### src/rtl/keypad_scanner.sv
// 4x4 active-low matrix keypad scanner, stepped by the slow scan clock.
// Emits a one-cycle key event with row*4+col code, plus a held flag.
module keypad_scanner #(
    parameter int DEBOUNCE_SCANS = 2
) (
    input  logic       clk,
    input  logic       rst,
    input  logic       key_clk,
    input  logic [3:0] col_in,
    output logic [3:0] row_out,
    output logic       key_valid,
    output logic [3:0] key_code,
    output logic       key_held
);

    typedef enum logic [1:0] {
        SCAN,
        DEBOUNCE,
        HOLD
    } state_t;

    localparam logic [3:0] DEB = 4'(DEBOUNCE_SCANS);

    state_t     state;
    logic       kc_s1;
    logic       kc_s2;
    logic       kc_s3;
    logic       tick;
    logic [3:0] col_s1;
    logic [3:0] col_s2;
    logic [1:0] row_idx;
    logic [1:0] cap_col;
    logic [3:0] cnt;
    logic [3:0] cnt_inc;
    logic       key_any;
    logic [1:0] col_dec;
    logic [1:0] row_nxt;

    function automatic logic [3:0] row_drive(input logic [1:0] idx);
        return ~(4'b0001 << idx);
    endfunction

    // Lowest-numbered low column wins when several keys share a row.
    always_comb begin
        key_any = ~&col_s2;
        col_dec = 2'd0;
        if (!col_s2[0])
            col_dec = 2'd0;
        else if (!col_s2[1])
            col_dec = 2'd1;
        else if (!col_s2[2])
            col_dec = 2'd2;
        else if (!col_s2[3])
            col_dec = 2'd3;
    end

    assign cnt_inc = (cnt == 4'hF) ? cnt : cnt + 4'd1;
    assign row_nxt = row_idx + 2'd1;

    always_ff @(posedge clk or negedge rst) begin
        if (!rst) begin
            kc_s1  <= 1'b0;
            kc_s2  <= 1'b0;
            kc_s3  <= 1'b0;
            tick   <= 1'b0;
            col_s1 <= 4'hF;
            col_s2 <= 4'hF;
        end else begin
            kc_s1  <= key_clk;
            kc_s2  <= kc_s1;
            kc_s3  <= kc_s2;
            tick   <= kc_s2 & ~kc_s3;
            col_s1 <= col_in;
            col_s2 <= col_s1;
        end
    end

    always_ff @(posedge clk or negedge rst) begin
        if (!rst) begin
            state     <= SCAN;
            row_idx   <= 2'd0;
            row_out   <= 4'b1110;
            cap_col   <= 2'd0;
            cnt       <= 4'd0;
            key_valid <= 1'b0;
            key_code  <= 4'd0;
            key_held  <= 1'b0;
        end else begin
            key_valid <= 1'b0;
            if (tick) begin
                unique case (state)
                    SCAN: begin
                        if (key_any) begin
                            cap_col <= col_dec;
                            if (DEB <= 4'd1) begin
                                key_code  <= {row_idx, col_dec};
                                key_valid <= 1'b1;
                                key_held  <= 1'b1;
                                cnt       <= 4'd0;
                                state     <= HOLD;
                            end else begin
                                cnt   <= 4'd1;
                                state <= DEBOUNCE;
                            end
                        end else begin
                            row_idx <= row_nxt;
                            row_out <= row_drive(row_nxt);
                        end
                    end
                    DEBOUNCE: begin
                        if (key_any && col_dec == cap_col) begin
                            cnt <= cnt_inc;
                            if (cnt_inc >= DEB) begin
                                key_code  <= {row_idx, cap_col};
                                key_valid <= 1'b1;
                                key_held  <= 1'b1;
                                cnt       <= 4'd0;
                                state     <= HOLD;
                            end
                        end else begin
                            cnt     <= 4'd0;
                            state   <= SCAN;
                            row_idx <= row_nxt;
                            row_out <= row_drive(row_nxt);
                        end
                    end
                    HOLD: begin
                        // Any low column restarts the release count.
                        if (!key_any) begin
                            cnt <= cnt_inc;
                            if (cnt_inc >= DEB) begin
                                key_held <= 1'b0;
                                cnt      <= 4'd0;
                                state    <= SCAN;
                                row_idx  <= row_nxt;
                                row_out  <= row_drive(row_nxt);
                            end
                        end else begin
                            cnt <= 4'd0;
                        end
                    end
                    default: state <= SCAN;
                endcase
            end
        end
    end

endmodule
### config.mk
export PLATFORM = sky130hd
export DESIGN_NAME = keypad_scanner
export DESIGN_NICKNAME = d
export VERILOG_FILES = /design/src/rtl/keypad_scanner.sv
export SDC_FILE = /design/constraint.sdc
export NUM_CORES = 1
export LEC_CHECK = 0
export CORE_MARGIN = 2
export CORE_UTILIZATION = 40
export CTS_CLUSTER_DIAMETER = 150
export CTS_CLUSTER_SIZE = 16
export DETAILED_ROUTE_END_ITERATION = 10
export DONT_BUFFER_PORTS = 1
export PLACE_DENSITY_LB_ADDON = 0.12
export SYNTH_ARGS = -nofsm -noshare
export SYNTH_HDL_FRONTEND = slang
export SYNTH_SLANG_ARGS = --single-unit
### constraint.sdc
create_clock -name clk -period 2.6 [get_ports clk]
set_clock_uncertainty 0.1 [all_clocks]
set_input_delay 0.52 -clock clk [delete_from_list [all_inputs] [get_ports clk]]
set_output_delay 0.52 -clock clk [all_outputs]
set_load 0.005 [all_outputs]
==> summary.md, run 1 <==
| Metric | Value |
|---|---|
| Status | `finished clean` |
| Mapped Area | `1459 um2` |
| Final hold vios | `0` |
| Fin. max-slew vios | `0` |
| Area contributors post-synth | `dfrtp_1, dfstp_2, ha_1` |
| First-pass iteration count of the detailed router | `4` |
| Critical Path RT | `2.72 ns` |
| Critical Path Start Type | `register` |
| Wire per inst | `14.38 um` |
| FILL cells | `320` |
| Die H | `64.39 um` |
| Top cell type's share of synthesized area | `0.3602` |
| Final #Nets | `136` |
| Hold Path Depth | `0` |
| Top delay family on crit path | `simple AND/OR/NAND/NOR gates` |
| # H-tree levels | `2` |
| Io pins | `17` |
| FF-to-FF End | `key_code[2]` |
| Routability cong. | `0.8223` |
| Total wire length | `2402 um` |
| Initial antenna violation count | `0` |
| Synth unique cells | `40` |
| Lkg Pwr | `0.0007359 uW` |
| Synth Flop Type | `dfrtp_1` |
| Row cnt | `21` |
| Worst EP arrival | `2.48 ns` |
| CTS Buf Count | `5` |
| Yosys reg bits | `32` |
| Worst-Skew Late Latency | `0.33 ns` |
| Proportion of layout cells with a drive suffix above 1 | `0.2645` |
| CTS sink count | `32` |
| CP max FO | `6` |
| Vias in the first global route | `868` |
| Total gr overflow | `0` |
| CTS tree | `yes` |
| Worst hold start | `col_in[1]` |
| Post-route ant nets | `0` |
| Initial Util | `0.4271` |
| Hold Path Sink | `col_s1[1]` |
| Post-Syn Instances | `113` |
| Flop2flop setup slack | `0.23 ns` |
| Worst VDD drop | `0.4338 mV` |
| Largest stage delay, worst path | `0.42 ns` |
| Post-synth ARST share | `1.000` |
| Layout overhead on the synthesized area | `11.41%` |
| Syn_area_per_cell | `12.91 um2` |
| Avg Vias per Cell | `5.246` |
| Via count | `876` |
| F_max | `422.1 MHz` |
| Critical path, cell by cell | `inv_1, ha_1, and4_2, a22oi_1, a311oi_2, and3_1, mux2_1` |
| RSZ-0062 raised after global routing | `no` |
| Net Count, Synth | `129` |
| Pwr dens | `982.5 nW/um2` |
| R2R depth | `7` |
| Kind of end point of the critical path | `register` |
| Final setup TNS | `0 ns` |
| Yosys top cell by area | `dfrtp_1` |
| DIE WIDTH | `64.39 um` |
| Max capacitance violation total | `0` |
| Core Box Area | `3416 um2` |
| Final period utilization | `0.9112` |
| Reg2Reg Launch Point | `state[1]` |
| Drt initial violations | `39` |
| Die ar. | `4146 um2` |
| Largest net degree at the start of global routing | `33` |
| HPWL after detailed placement | `1736 um` |
| Tmin final | `2.369 ns` |
| Slowest CP cell | `a311oi_2` |
| Setup CP Type | `register to register` |
| Post-synth EDFFs | `0` |
| Slew @ Worst Pin | `0.4805 ns` |
| Max-slew headroom | `0.6797` |
| Warnings from Yosys | `0` |
| Clock transition at the registers of the reported paths | `0.10 ns` |
| Design Power | `1597 uW` |
| Total GRT Usage | `0.1377` |
| Seq/Total Area, Yosys | `0.5583` |
| IO buf count | `0` |
| Area taken by multi-input logic gates | `583.1 um2` |
| Post-route DRC | `0` |
| Reg area | `814.5 um2` |
| First-pass GRT wire length | `4222 um` |
| Tightest Hold Check Type | `input port to register` |
| Maximum clock path buffer count | `2` |
| Final setup violation count | `0` |
| Ant. Diodes | `0` |
| Buffers and inverters on the worst path | `1` |
| CTS Root Cell | `clkbuf_4` |
-- per-layer routing --
layer | GRT usage | part of all wire | vias up
met5 | 0 | 0 | -
met4 | 0.05585 | 0.020 | 0
met3 | 0.05106 | 0.047 | 5
met2 | 0.2031 | 0.48 | 14
met1 | 0.1827 | 0.46 | 448
li1 | - | - | 409
-- registers in the layout (all words and copies together), names as in the netlist, 2 cells and up --
register	flops
key_code	4
row_idx	2
row_out	4
cnt	4
state	2
cap_col	2
col_s2	4
col_s1	4
-- area by class of cell --
class	instances	share of cell area
timing repair buffer	3	0.02309
tap	46	0.03541
clock buffer	7	0.04003
multi-input combinational	68	0.3587
sequential	32	0.5012
clock inverter	1	0.01848
inverter	10	0.02309
-- through the flow --
stage	std cells	cell area, um2	setup WS (ns)	utilization	hold slack, ns
after global routing	167	1625	0.03788	0.4758	0.04431
after detailed placement	157	1500	0.1797	0.4392	0.1255
final	167	1625	0.2310	0.4758	0.07804
after global placement	157	1500	0.2541	0.4392	0.1254
after CTS	167	1625	0.1626	0.4758	0.06425
after floorplan	113	1459	0.4112	-	0.1244
-- logic make-up (layout without fill, tap and decap cells) --
family	after synthesis	in the layout	share of synthesized area
fa+ha+maj	9	9	0.07719
buf+inv	13	21	0.04202
simple gates	22	22	0.08919
mux	11	11	0.08319
xor+xnor	1	1	0.006005
flops	32	32	0.5583
compound gates	25	25	0.1441
-- layout by cell type, fill, tap and decap left out, types with 3 or more instances in the layout --
cell,instances
clkbuf_4,5
mux2i_1,5
nor2_1,3
nand2_1,6
dfstp_2,11
dfrtp_1,21
and2_1,3
a31oi_1,3
a21oi_1,6
inv_1,10
ha_1,9
mux2_1,4
-- what timing repair did --
action / in CTS / in global routing
endpoints found under the hold margin: 32 / 0
gates resized for setup: 0 / 0
hold buffers: 2 / 0
setup endpoints to repair: 0 / 1
setup buffers: 0 / 0
-- Yosys cell counts, drive strengths merged (2+ instances only) --
cell type  instances
nand2              6
dfrtp             21
a31oi              3
inv               10
nor2b              2
nor2               3
dfstp             11
and2               3
ha                 9
or2b               2
a21oi              7
mux2i              5
and4               2
mux2               6
-- worst max path at each step --
stage	startpoint	slack (ns)	to	depth (start not counted)
after floorplan	state[1]	0.41	key_code[0]	8
after global placement	state[1]	0.25	key_code[2]	7
after detailed placement	state[1]	0.18	key_code[3]	7
after CTS	state[1]	0.16	key_code[0]	7
after global routing	state[1]	0.04	key_code[0]	7
final	state[1]	0.23	key_code[2]	7
-- report_power, final --
group          internal, uW  switching, uW  leakage [uW]
registers               636            117      0.000380
clock network           255            164     0.0000515
logic                   202            221      0.000304
total                  1090            503      0.000736
Power figures use the tool's default switching activity.
==> inputs of run 2 (changes only) <==
--- a/config.mk
+++ b/config.mk
@@ -11,6 +11,7 @@
 export CTS_CLUSTER_SIZE = 16
 export DETAILED_ROUTE_END_ITERATION = 10
 export DONT_BUFFER_PORTS = 1
+export MAX_ROUTING_LAYER = met4
 export PLACE_DENSITY_LB_ADDON = 0.12
 export SYNTH_ARGS = -nofsm -noshare
 export SYNTH_HDL_FRONTEND = slang
==> summary.md, run 2 (synthesis gave the netlist of run 1 again) <==
| Metric | Value |
|---|---|
| Clock power frac | `0.263 (about the same)` |
| Kind of end point of the critical path | `register` |
| Net switching power | `502.9 uW (about the same)` |
| Max-slew headroom | `0.6797 (unchanged)` |
| Io pins | `17 (unchanged)` |
| Total wire length | `2402 um (unchanged)` |
| Worst EP arrival | `2.49 ns (about the same)` |
| Routability cong. | `0.8346 (+1.5%)` |
| Setup CP Type | `register to register` |
| Final period utilization | `0.9114 (about the same)` |
| CTS Root Cell | `clkbuf_4` |
| Vias in the first global route | `866 (-0.23%)` |
| Core Box Area | `3416 um2 (unchanged)` |
| Pwr dens | `982.4 nW/um2 (about the same)` |
| Seq pwr share | `0.472 (about the same)` |
| First-pass GRT wire length | `4229 um (+0.17%)` |
| Ant. Diodes | `0 (unchanged)` |
| Final setup violation count | `0 (unchanged)` |
| Crit path launch | `state[1]` |
| # Post-CTS Setup Buffers | `0 (unchanged)` |
| Total GRT Usage | `0.1419 (+0.004209)` |
| Worst-Skew Late Latency | `0.33 ns (about the same)` |
| Int Pwr | `1094 uW (about the same)` |
| Status | `finished clean` |
| Hold Path Depth | `0 (unchanged)` |
| Commonest non-fill, non-tap cells in the layout | `dfrtp_1, dfstp_2, inv_1` |
| Via count | `877 (+0.11%)` |
| Max capacitance violation total | `0 (unchanged)` |
| Area taken by multi-input logic gates | `583.1 um2 (unchanged)` |
| Cts repair resizes | `0 (unchanged)` |
| Clock transition at the registers of the reported paths | `0.10 ns (about the same)` |
| DIE WIDTH | `64.39 um (unchanged)` |
| Lkg Pwr | `0.0007359 uW (unchanged)` |
| Post-route ant nets | `0 (unchanged)` |
| Slew @ Worst Pin | `0.4805 ns (unchanged)` |
| Final #Nets | `136 (unchanged)` |
| Placed Cells | `157 (unchanged)` |
| Initial Util | `0.4271 (unchanged)` |
| Die ar. | `4146 um2 (unchanged)` |
| Row cnt | `21 (unchanged)` |
| Worst hold start | `col_in[1]` |
| Final setup TNS | `0 ns (unchanged)` |
| Critical Path RT | `2.72 ns (about the same)` |
| Initial antenna violation count | `0 (unchanged)` |
| Drt initial violations | `42 (+7.7%)` |
| IO buf count | `0 (unchanged)` |
| FILL cells | `320 (unchanged)` |
| CTS Buf Count | `5 (unchanged)` |
| CP max FO | `6 (unchanged)` |
| Fin. max-slew vios | `0 (unchanged)` |
| Switching portion of total power | `0.3150 (about the same)` |
| Final cell count without fillers | `167 (unchanged)` |
| Final hold vios | `0 (unchanged)` |
| Tightest Hold Check Type | `input port to register` |
| # H-tree levels | `2 (unchanged)` |
| Critical Path Start Type | `register` |
| Die H | `64.39 um (unchanged)` |
| Total gr overflow | `0 (unchanged)` |
| Worst VDD drop | `0.4361 mV (+0.51%)` |
| RSZ-0062 raised after global routing | `no` |
| Proportion of layout cells with a drive suffix above 1 | `0.2645 (unchanged)` |
| Combinational power share | `0.265 (about the same)` |
| HPWL after detailed placement | `1736 um (unchanged)` |
| F_max | `422.0 MHz (about the same)` |
| First-pass iteration count of the detailed router | `4 (unchanged)` |
| Post-route DRC | `0 (unchanged)` |
| Reg2Reg Launch Point | `state[1]` |
| CTS sink count | `32 (unchanged)` |
| R2R depth | `7 (unchanged)` |
| Wire per inst | `14.38 um (unchanged)` |
| Layout overhead on the synthesized area | `11.41% (unchanged)` |
| Maximum clock path buffer count | `2 (unchanged)` |
| Most common cell after layout, fill and taps aside | `dfrtp_1` |
| Reg area | `814.5 um2 (unchanged)` |
| CTS tree | `yes` |
| Avg Vias per Cell | `5.251 (+0.11%)` |
| Largest net degree at the start of global routing | `33 (unchanged)` |
| Tmin final | `2.370 ns (+0.0007500 ns)` |
## run 2: path summary, 6_finish.rpt
kind                                to  slack [ns]
setup / recovery           key_code[2]        0.23
hold / removal               col_s1[1]        0.08
setup reg to reg           key_code[2]        0.23
hold reg to reg              col_s2[2]        0.26
max in group asynchronous   row_out[3]        1.64
min in group asynchronous       cnt[0]        0.52
## run 2: power by group through the flow
stage / Clock (uW) / Sequential, uW / Combinational (uW)
after floorplan: 0 / 725 / 346
after global placement: 0 / 764 / 400
after detailed placement: 0 / 765 / 416
after CTS: 435 / 756 / 431
after global routing: 462 / 772 / 480
final: 420 / 753 / 424
## run 2: cell type report
| class | instances | area share |
|---|---|---|
| inverters | 10 | 0.02309 |
| repair buffers | 3 | 0.02309 |
| flip-flops and latches | 32 | 0.5012 |
| well taps | 46 | 0.03541 |
| multi-input cells | 68 | 0.3587 |
| clock inverters | 1 | 0.01848 |
| clock buffers | 7 | 0.04003 |
## run 2: what timing repair did
action                     4_1_cts  5_1_grt
setup endpoints to repair        0        1
hold endpoints to repair        32        0
hold buffers                     2        0
## run 2: metal layers
metal,global-route usage,wire length [um],vias to the layer above
met1,0.1862,1102,449
met3,0.04754,107,5
met5,-,0,-
met4,0.05585,42,0
li1,-,-,409
met2,0.2031,1148,14
## run 2: per-stage QoR
stage	util	total power [uW]	instance area [um2]	hold slack (ns)	setup slack (ns)
floorplan	-	1071	1459	0.1244	0.4112
global placement	0.4392	1164	1500	0.1254	0.2541
detailed placement	0.4392	1180	1500	0.1255	0.1797
CTS	0.4758	1622	1625	0.06425	0.1626
global route	0.4758	1715	1625	0.04430	0.03788
finish	0.4758	1597	1625	0.07823	0.2302
## run 2: worst max-delay path, stage by stage, from the launching register on
cell and delay, ns:
dfrtp_1 0.41, inv_1 0.10, ha_1 0.18, and4_2 0.20
a22oi_1 0.10, a311oi_2 0.42, and3_1 0.39, mux2_1 0.35
